## src/rtl/ram_writer.sv

```systemverilog
// ram_writer: streams DEPTH source words into a single-port RAM, one write per
// valid/ready handshake, with registered RAM-side outputs (1-cycle latency).
// Optional readback checksum verification is enabled by the macro
// RAM_WR_READBACK_EN; without it there is no VERIFY state and err is 0.
module ram_writer #(
    parameter int DEPTH  = 16384,
    parameter int ADDR_W = 14,
    parameter int DATA_W = 12
) (
    input  logic              clka,
    input  logic              rst_n,
    input  logic              start,
    input  logic              abort,
    input  logic              s_valid,
    input  logic [DATA_W-1:0] s_data,
    output logic              s_ready,
    output logic              ena,
    output logic              wea,
    output logic [ADDR_W-1:0] addra,
    output logic [DATA_W-1:0] dina,
    input  logic [DATA_W-1:0] douta,
    output logic              busy,
    output logic              done,
    output logic              err
);

    localparam logic [ADDR_W-1:0] LAST = ADDR_W'(DEPTH - 1);

`ifdef RAM_WR_READBACK_EN
    typedef enum logic [1:0] {IDLE = 2'd0, FILL = 2'd1, VERIFY = 2'd2, DONE = 2'd3} state_t;
`else
    typedef enum logic [1:0] {IDLE = 2'd0, FILL = 2'd1, DONE = 2'd3} state_t;
`endif

    state_t              state_q, state_d;
    logic [ADDR_W-1:0]   ptr_q, ptr_d;
    logic                ena_q, ena_d;
    logic                wea_q, wea_d;
    logic [ADDR_W-1:0]   addra_q, addra_d;
    logic [DATA_W-1:0]   dina_q, dina_d;

`ifdef RAM_WR_READBACK_EN
    logic [15:0]         sum_wr_q, sum_wr_d;
    logic [15:0]         sum_rd_q, sum_rd_d;
    logic [ADDR_W-1:0]   rd_cnt_q, rd_cnt_d;
    logic                issue_done_q, issue_done_d;
    logic                rd_pend_q, rd_pend_d;
    logic                err_q, err_d;
`else
    logic                unused_douta;
    assign unused_douta = ^douta;
`endif

    // State and RAM-side output registers, cleared asynchronously.
    always_ff @(posedge clka or negedge rst_n) begin
        if (!rst_n) begin
            state_q      <= IDLE;
            ptr_q        <= '0;
            ena_q        <= 1'b0;
            wea_q        <= 1'b0;
            addra_q      <= '0;
            dina_q       <= '0;
`ifdef RAM_WR_READBACK_EN
            sum_wr_q     <= '0;
            sum_rd_q     <= '0;
            rd_cnt_q     <= '0;
            issue_done_q <= 1'b0;
            rd_pend_q    <= 1'b0;
            err_q        <= 1'b0;
`endif
        end else begin
            state_q      <= state_d;
            ptr_q        <= ptr_d;
            ena_q        <= ena_d;
            wea_q        <= wea_d;
            addra_q      <= addra_d;
            dina_q       <= dina_d;
`ifdef RAM_WR_READBACK_EN
            sum_wr_q     <= sum_wr_d;
            sum_rd_q     <= sum_rd_d;
            rd_cnt_q     <= rd_cnt_d;
            issue_done_q <= issue_done_d;
            rd_pend_q    <= rd_pend_d;
            err_q        <= err_d;
`endif
        end
    end

    // Next-state logic; abort outranks a simultaneous handshake.
    always_comb begin
        state_d      = state_q;
        ptr_d        = ptr_q;
        ena_d        = 1'b0;
        wea_d        = 1'b0;
        addra_d      = addra_q;
        dina_d       = dina_q;
`ifdef RAM_WR_READBACK_EN
        sum_wr_d     = sum_wr_q;
        sum_rd_d     = sum_rd_q;
        rd_cnt_d     = rd_cnt_q;
        issue_done_d = issue_done_q;
        rd_pend_d    = 1'b0;
        err_d        = err_q;
`endif
        case (state_q)
            IDLE: begin
                if (start && !abort) begin
                    state_d      = FILL;
                    ptr_d        = '0;
`ifdef RAM_WR_READBACK_EN
                    sum_wr_d     = '0;
                    sum_rd_d     = '0;
                    rd_cnt_d     = '0;
                    issue_done_d = 1'b0;
                    err_d        = 1'b0;
`endif
                end
            end
            FILL: begin
                if (abort) begin
                    state_d = IDLE;
                    ptr_d   = '0;
                end else if (s_valid) begin
                    ena_d   = 1'b1;
                    wea_d   = 1'b1;
                    addra_d = ptr_q;
                    dina_d  = s_data;
`ifdef RAM_WR_READBACK_EN
                    sum_wr_d = sum_wr_q + 16'(s_data);
`endif
                    if (ptr_q == LAST) begin
                        ptr_d = '0;
`ifdef RAM_WR_READBACK_EN
                        state_d = VERIFY;
`else
                        state_d = DONE;
`endif
                    end else begin
                        ptr_d = ptr_q + 1'b1;
                    end
                end
            end
`ifdef RAM_WR_READBACK_EN
            VERIFY: begin
                if (abort) begin
                    state_d = IDLE;
                    ptr_d   = '0;
                end else begin
                    // Issue one read address per cycle until all are out.
                    if (!issue_done_q) begin
                        ena_d   = 1'b1;
                        addra_d = ptr_q;
                        if (ptr_q == LAST) begin
                            ptr_d        = '0;
                            issue_done_d = 1'b1;
                        end else begin
                            ptr_d = ptr_q + 1'b1;
                        end
                    end
                    // A read presented this cycle returns data next cycle.
                    rd_pend_d = ena_q && !wea_q;
                    if (rd_pend_q) begin
                        sum_rd_d = sum_rd_q + 16'(douta);
                        rd_cnt_d = rd_cnt_q + 1'b1;
                        if (rd_cnt_q == LAST) begin
                            err_d   = (sum_rd_d != sum_wr_q);
                            state_d = DONE;
                        end
                    end
                end
            end
`endif
            DONE: begin
                state_d = IDLE;
            end
            default: begin
                state_d = IDLE;
            end
        endcase
    end

    assign s_ready = (state_q == FILL);
    assign busy    = (state_q != IDLE);
    assign done    = (state_q == DONE);
    assign ena     = ena_q;
    assign wea     = wea_q;
    assign addra   = addra_q;
    assign dina    = dina_q;
`ifdef RAM_WR_READBACK_EN
    assign err     = err_q;
`else
    assign err     = 1'b0;
`endif

endmodule

```

## config.mk

```make
export PLATFORM = sky130hd
export DESIGN_NAME = ram_writer
export DESIGN_NICKNAME = d
export VERILOG_FILES = /design/src/rtl/ram_writer.sv
export SDC_FILE = /design/constraint.sdc
export NUM_CORES = 1
export LEC_CHECK = 0
export ABC_CLOCK_PERIOD_IN_PS = 3300
export CAP_MARGIN = 20
export CORE_MARGIN = 4
export CORE_UTILIZATION = 35
export CTS_BUF_LIST = sky130_fd_sc_hd__clkbuf_4 sky130_fd_sc_hd__clkbuf_8 sky130_fd_sc_hd__clkbuf_16
export DETAILED_ROUTE_END_ITERATION = 10
export DONT_BUFFER_PORTS = 1
export PLACE_DENSITY_LB_ADDON = 0.3
export SYNTH_ARGS = -nofsm -noshare
export SYNTH_HDL_FRONTEND = slang
export SYNTH_SLANG_ARGS = --single-unit
export TNS_END_PERCENT = 1
```

## constraint.sdc

```tcl
create_clock -name clka -period 3.3 [get_ports clka]
set_input_delay 0.33 -clock clka [delete_from_list [all_inputs] [get_ports clka]]
set_output_delay 0.33 -clock clka [all_outputs]
set_load 0.005 [all_outputs]
```

== After elaboration in Yosys (flattened, before gate mapping) ==
Index checks and enable logic that the tools add are counted.
Word-level totals
  register bits after elaboration: 43
  bits of input ports: 29
  output and inout bits: 32
  word-level logic and storage cells: 34
Operators by class
  add/subtract/negate cells: 1
  eq/ne operators: 6
  muxes and demuxes: 13
  bitwise gates (word level): 1
  reduce and logical (&&, ||, !) cells: 8
Operators with widths (count)
  14-bit 2-to-1 mux: 4
  14-bit one-hot mux with 2 select lines: 1
  14-bit by 1-bit adder with 14-bit output (second input constant): 1
  14-bit == test (second input constant): 1
  3-bit AND reduction: 3
  2-bit 2-to-1 mux: 4
  2-bit one-hot mux with 2 select lines: 1
  2-bit nonzero test: 2
  1-bit 2-to-1 mux: 3
  3-bit by 2-bit inequality test with 1-bit output (second input constant): 1
  3-bit inequality test (second input constant): 1
  2-bit by 1-bit == test with 1-bit output (second input constant): 1
  2-bit == test (second input constant): 1
  2-bit logical NOT: 1
  2-bit inequality test (second input constant): 1
  1-bit logical AND: 1
  1-bit logical NOT: 1
  1-bit NOT: 1

== Longest topological paths before layout ==
Gate-level depths: netlist of the first run.
  depth after elaboration: 5
  gate-level depth with buffers: 6
  depth with buffers taken out: 5

== Worst setup path before layout of the first run ==
OpenSTA, ideal clock, no wires.
  kind: register to register
  from: register state_q[0]
  to: register ptr_q[13]
  library setup time: 0.080 ns
  arrival: 1.668 ns
  required time: 3.220 ns
  path slack: 1.552 ns
  cell stages (with the launch flop): 6
  clock period less this slack: 1.748 ns
  cell sequence: dfrtp_1 > or3b_1 > a21o_1 > buf_6 > or4_1 > a21oi_1
Between the ends
  cells in the longest elaborated chain, start to end: 3
RTL lines
  start: declaration: line 35  | state_t state_q, state_d;
  start signal: assignment: line 72  | state_q <= state_d;
  2-bit by 1-bit == test with 1-bit output / 2-bit logical NOT (equally long branches): line 105  | case (state_q)
  3-bit inequality test (no source line), or another cell as far along
  3-bit AND reduction (no source line)
  end signal: assignment: line 73  | ptr_q <= ptr_d;
  end: declaration: line 36  | logic [ADDR_W-1:0] ptr_q, ptr_d;
Parallel ways exist; a longest one is shown, timed or not.
A chain may end at the register's enable or synchronous reset.

== Worst setup path after layout of the first run ==
  from: register state_q[1]
  to: register dina_q[2], in the netlist dina[2]
Between the ends
  cells in the longest elaborated chain, start to end: 2
RTL lines
  2-bit by 1-bit == test with 1-bit output: line 105
  3-bit AND reduction (no source line)
  end signal: assignment: line 77  | dina_q <= dina_d;
  end: declaration: line 40  | logic [DATA_W-1:0] dina_q, dina_d;
No other way between the ends.

==> results of run 1 <==
## worst min-delay path by stage
stage	from	endpoint	slack [ns]	depth (start not counted)
2_1_floorplan	rst_n	addra[0]	0.03	0
3_3_place_gp	rst_n	addra[8]	0.04	0
3_5_place_dp	rst_n	addra[8]	0.04	0
4_1_cts	abort	state_q[0]	0.09	1
5_1_grt	abort	state_q[0]	0.08	1
6_report	abort	state_q[0]	0.1	1
## sequential cells by signal (all words and copies together), names as in the netlist
signal and count:
state_q 2, addra 14, wea 1, ptr_q 14
dina 12
## layout make-up
cell class	instances	area share, %
timing repair buffer	3	1.83
clock inverter	2	0.609
inverter	1	0.183
clock buffer	6	3.72
tap	70	4.27
multi-input combinational	103	37.0
sequential	43	52.4
## worst max-delay path, stage by stage, from the launching register on
cell,delay (ns)
dfrtp_1,0.45
nor3b_1,0.56
and2_1,0.33
buf_4,0.37
mux2_2,0.38
## stage by stage
step,util [%],cells,hold WS (ns)
final,39.4,228,0.0956
after global placement,37.2,218,0.0362
after global routing,39.4,228,0.0823
after detailed placement,37.2,218,0.0362
after CTS,39.4,228,0.0850
after floorplan,-,157,0.0344
## routing by layer
metal | vias to the layer above | track usage (%)
li1 | 578 | -
met3 | 2 | 4.71
met5 | - | 0
met1 | 605 | 14.8
met4 | 0 | 3.49
met2 | 31 | 19.1
## placed cells by master (no fill, tap or decap), types with 3 or more instances in the layout
cell,instances
and3_1,4
nand4_1,5
o21ai_0,10
clkbuf_8,5
or4_1,3
nand3_1,4
nand2_1,8
and4_1,3
dfrtp_1,43
a21oi_1,7
nor2_1,5
mux2_2,26
o31ai_1,4
or3_1,3
## cells by family (layout without fill, tap and decap cells)
group,count (synthesis),in the layout,share of synthesized area [%]
DFF,43,43,56.5
muxes,27,27,15.9
adders and majority gates,1,1,0.657
other,1,1,0.197
and+or+nand+nor,45,45,13.7
AOI/OAI and AO/OA,28,28,9.00
xor gates and xnor gates,1,1,0.460
buffers and inverters,11,12,3.61
## power by group
part	leakage, nW	switching [mW]	internal (mW)
combinational	0.277	0.0414	0.0455
sequential	0.573	0.0398	0.574
clock	0.0446	0.175	0.156
total	0.894	0.256	0.775
==> flow_metrics.py, run 1 <==
metrics = {
    "status": {
        "status": "finished clean",
    },
    "timing": {
        "hold_violations": 0,
        "setup_viol": 0,
        "layout_setup_ws_ns": 1.09,
        "drv_slew": 0,
        "fin_crit_ns": 2.21,
        "min_period_over_period_pct": 67.0,
        "relSlewSlack_pct": 59.1,
        "fmax_mhz": 452,
        "tightest_slew_ns": 0.612,
        "fin_tns_setup_ns": 0,
        "fin_skew_ns": 0.00365,
        "rsz0062_at_grt": "no",
    },
    "power_and_ir_drop": {
        "p_leak_nw": 0.894,
        "finalPower_mw": 1.03,
        "peakVddDrop_mv": 0.249,
        "power_density_mw_per_mm2": 502,
    },
    "floorplan": {
        "fp.dieW_um": 81.8,
        "io_pins": 61,
        "dieArea_mm2": 0.00668,
        "start_util_pct": 36.6,
        "coreArea_mm2": 0.00520,
        "rows": 26,
        "die_h_um": 81.8,
    },
    "global_route": {
        "grt_overflow_total": 0,
        "antenna_found_initial": 0,
        "grt_pass1_wl_mm": 6.13,
        "grt_start_max_net_pins": 44,
        "grt_usage_pct": 11.9,
        "grt_pass1_vias": 1245,
    },
    "yosys": {
        "yosysTopAreaCellShare_pct": 56.5,
        "yosys-top-cells-area": "dfrtp_1 57%, mux2_2 15%, o21ai_0 2.6%, buf_4 2.0%, a21oi_1 1.8%",
        "avgSynthCellArea_um2": 12.1,
        "yosys.area.top_type": "dfrtp_1",
        "async_flop_share_pct": 100,
        "synth.cell_area_mm2": 0.00190,
        "synth_edf_count": 0,
        "synthMostInstantiatedCell": "dfrtp_1",
        "yosys_warnings": 0,
        "synthCells": 157,
        "synth-main-ff-cell": "dfrtp_1",
        "synth_commonest_cells": "43 x dfrtp_1, 26 x mux2_2, 10 x o21ai_0",
        "synth_nets": 187,
        "synth_seq_area_share_pct": 56.5,
        "ys_types": 36,
        "synth_seq_cells": 43,
    },
    "finish": {
        "drive_above_1_share_pct": 24.1,
        "n_antenna_cell": 0,
        "num-fill-cells": 506,
        "nNetsFinal": 187,
        "multi_input_area_um2": 759,
        "regArea_mm2": 0.00108,
        "final_cell_area_mm2": 0.00205,
        "syn2layout_area_growth_pct": 7.82,
    },
    "min_path": {
        "hp-class": "in2reg",
    },
    "worst_setup_path": {
        "critPathKind": "reg2reg",
        "worstSetupStartpointType": "flop",
        "crit_end": "dina[2]",
        "endpoint_kind": "flop",
        "crit_fanout": 30,
        "reg2reg_from": "state_q[1]",
        "arrival_ns": 2.39,
        "reg2reg_depth": 4,
        "crit_start": "state_q[1]",
        "r2r_end": "dina[2]",
        "ff2ff_setup_slack_ns": 1.09,
        "crit_required_ns": 3.48,
    },
    "routing": {
        "wl_met3_um": 248,
        "wl_met2_mm": 1.92,
        "viasPerCell": 5.33,
        "num_vias": 1216,
        "drc": 0,
        "top_layer": "met4",
        "ant_nets": 0,
        "drt_first_pass_iters": 4,
        "met1_length_mm": 1.58,
        "drt-total-wl_mm": 3.77,
        "drt_iter0_markers": 76,
        "routedWlPerCell_um": 16.5,
    },
    "place": {
        "io_buffers": 0,
        "place_area_mm2": 0.00193,
        "place_congestion": 0.835,
        "place_ws_ns": 1.06,
        "hpwl_mm": 2.63,
    },
    "clock_tree": {
        "clk_transition_reported_paths_ns": 0.08,
        "cts_setup_buffers": 0,
        "ctsHoldBuffers": 2,
        "cts_root_buf": "clkbuf_8",
        "htreeDepth": 2,
        "cts_tree": "built",
        "numCtsBuffers": 5,
        "clk-insertion-delay-late_ns": 0.29,
        "clock_path_buffers": 2,
        "ctsResizeCount": 0,
        "cts_sinks": 43,
    },
    "run": {
        "maxCapViolCount": 0,
    },
}
Note: power is estimated with default switching activity, not from simulation.
==> run 2: changes to the inputs <==
--- a/config.mk
+++ b/config.mk
@@ -5,7 +5,7 @@
 export SDC_FILE = /design/constraint.sdc
 export NUM_CORES = 1
 export LEC_CHECK = 0
-export ABC_CLOCK_PERIOD_IN_PS = 3300
+export ABC_CLOCK_PERIOD_IN_PS = 2240
 export CAP_MARGIN = 20
 export CORE_MARGIN = 4
 export CORE_UTILIZATION = 35
==> constraint.sdc (replaced) <==
create_clock -name clka -period 2.24 [get_ports clka]
set_input_delay 0.224 -clock clka [delete_from_list [all_inputs] [get_ports clka]]
set_output_delay 0.224 -clock clka [all_outputs]
set_load 0.005 [all_outputs]
==> flow_metrics.py, run 2 (synthesis gave the netlist of run 1 again) <==
metrics = {
    "status": {
        "status": "finished clean",
    },
    "global_route": {
        "grt_pass1_wl_mm": 5.77,
        "antenna_found_initial": 0,
        "grt_start_max_net_pins": 44,
        "grt_usage_pct": 11.6,
        "grt_overflow_total": 0,
        "grt_pass1_vias": 1223,
    },
    "routing": {
        "drt_first_pass_iters": 4,
        "drt-total-wl_mm": 3.75,
        "drc": 0,
        "drt_iter0_markers": 98,
        "ant_nets": 0,
        "num_vias": 1238,
        "routedWlPerCell_um": 16.3,
        "viasPerCell": 5.38,
    },
    "place": {
        "hpwl_mm": 2.58,
        "io_buffers": 0,
        "place_congestion": 0.824,
        "dp.cells": 219,
    },
    "clock_tree": {
        "numCtsBuffers": 5,
        "ctsResizeCount": 0,
        "cts_tree": "built",
        "clk-insertion-delay-late_ns": 0.29,
        "htreeDepth": 2,
        "clock_path_buffers": 2,
        "cts_sinks": 43,
        "cts_root_buf": "clkbuf_8",
        "clk_transition_reported_paths_ns": 0.08,
    },
    "timing": {
        "min_period_over_period_pct": 90.6,
        "fin_crit_ns": 2.03,
        "hold_violations": 0,
        "hold_ws_ns": 0.0789,
        "relSlewSlack_pct": 59.4,
        "fin_tns_setup_ns": 0,
        "fin_skew_ns": 0.00951,
        "fmax_mhz": 493,
        "tightest_slew_ns": 0.609,
        "drv_slew": 0,
        "rsz0062_at_grt": "no",
        "setup_viol": 0,
    },
    "floorplan": {
        "fp.dieW_um": 81.8,
        "coreArea_mm2": 0.00520,
        "io_pins": 61,
        "die_h_um": 81.8,
        "dieArea_mm2": 0.00668,
        "rows": 26,
        "start_util_pct": 36.6,
    },
    "worst_setup_path": {
        "max_stage_delay_ns": 0.57,
        "arrival_ns": 2.18,
        "path_cells": "or3b_1 > a21o_1 > a21oi_1 > nor2_1",
        "critPathKind": "reg2reg",
        "crit_required_ns": 2.39,
        "crit_slowest_cell": "a21oi_1",
        "ff2ff_setup_slack_ns": 0.21,
        "worstSetupStartpointType": "flop",
        "crit_fanout": 20,
        "crit_buf_inv": 0,
        "crit_family": "compound AO/OA/AOI/OAI gates",
        "endpoint_kind": "flop",
    },
    "finish": {
        "final_core_util_pct": 40.2,
        "regArea_mm2": 0.00108,
        "num-fill-cells": 507,
        "n_antenna_cell": 0,
        "layout_commonest_cell": "dfrtp_1",
        "drive_above_1_share_pct": 24.4,
        "multi_input_area_um2": 759,
        "layout_common_cells": "43 x dfrtp_1, 26 x mux2_2, 10 x o21ai_0",
        "nNetsFinal": 189,
        "syn2layout_area_growth_pct": 9.92,
        "layout.cells.non_filler": 230,
    },
    "min_path": {
        "hp-class": "in2reg",
    },
    "run": {
        "maxCapViolCount": 0,
    },
    "power_and_ir_drop": {
        "peakVddDrop_mv": 0.441,
        "p_leak_nw": 0.914,
        "power_density_mw_per_mm2": 738,
        "finalPower_mw": 1.55,
    },
}
-- run 2: cell type report --
class	count	share of cell area, %
Clock buffer	7	4.30
Clock inverter	1	0.418
Inverter	1	0.179
Multi-Input combinational cell	103	36.3
Sequential cell	43	51.4
Tap cell	70	4.18
Timing Repair Buffer	5	3.23
-- run 2: routing by layer --
layer | up-vias | GRT usage [%] | wire length, um
li1 | 578 | - | -
met1 | 604 | 13.6 | 1500
met2 | 52 | 17.9 | 1900
met3 | 4 | 5.70 | 312
met4 | 0 | 5.15 | 44
met5 | - | 0 | 0
-- run 2: per-stage QoR --
| stage | cell area (um^2) | setup WS, ns |
|---|---|---|
| floorplan | 1900 | 0.492 |
| global placement | 1950 | 0.311 |
| detailed placement | 1950 | 0.237 |
| CTS | 2090 | 0.209 |
| global route | 2090 | 0.0357 |
| finish | 2090 | 0.211 |
-- run 2: power by group --
part           total (mW)  internal (mW)  switching [mW]  leakage (nW)
clock network       0.511          0.264           0.246        0.0519
registers           0.901          0.845          0.0562         0.573
logic               0.133         0.0709          0.0622         0.289
total                1.55           1.18           0.365         0.914
-- run 2: final timing paths --
kind / start / to / cells after the start
worst max-delay path: state_q[0] / ptr_q[8] / 4
min in group asynchronous: rst_n / addra[10] / 2
max in group asynchronous: rst_n / addra[6] / 2
worst min register to register: dina[5] / dina[5] / 1
worst min-delay path: s_data[4] / dina[4] / 1
worst max register to register: state_q[0] / ptr_q[8] / 4
-- run 2: what timing repair did --
action	CTS	global route
hold endpoints to repair	44	0
hold buffers	3	0
buffers inserted	0	0
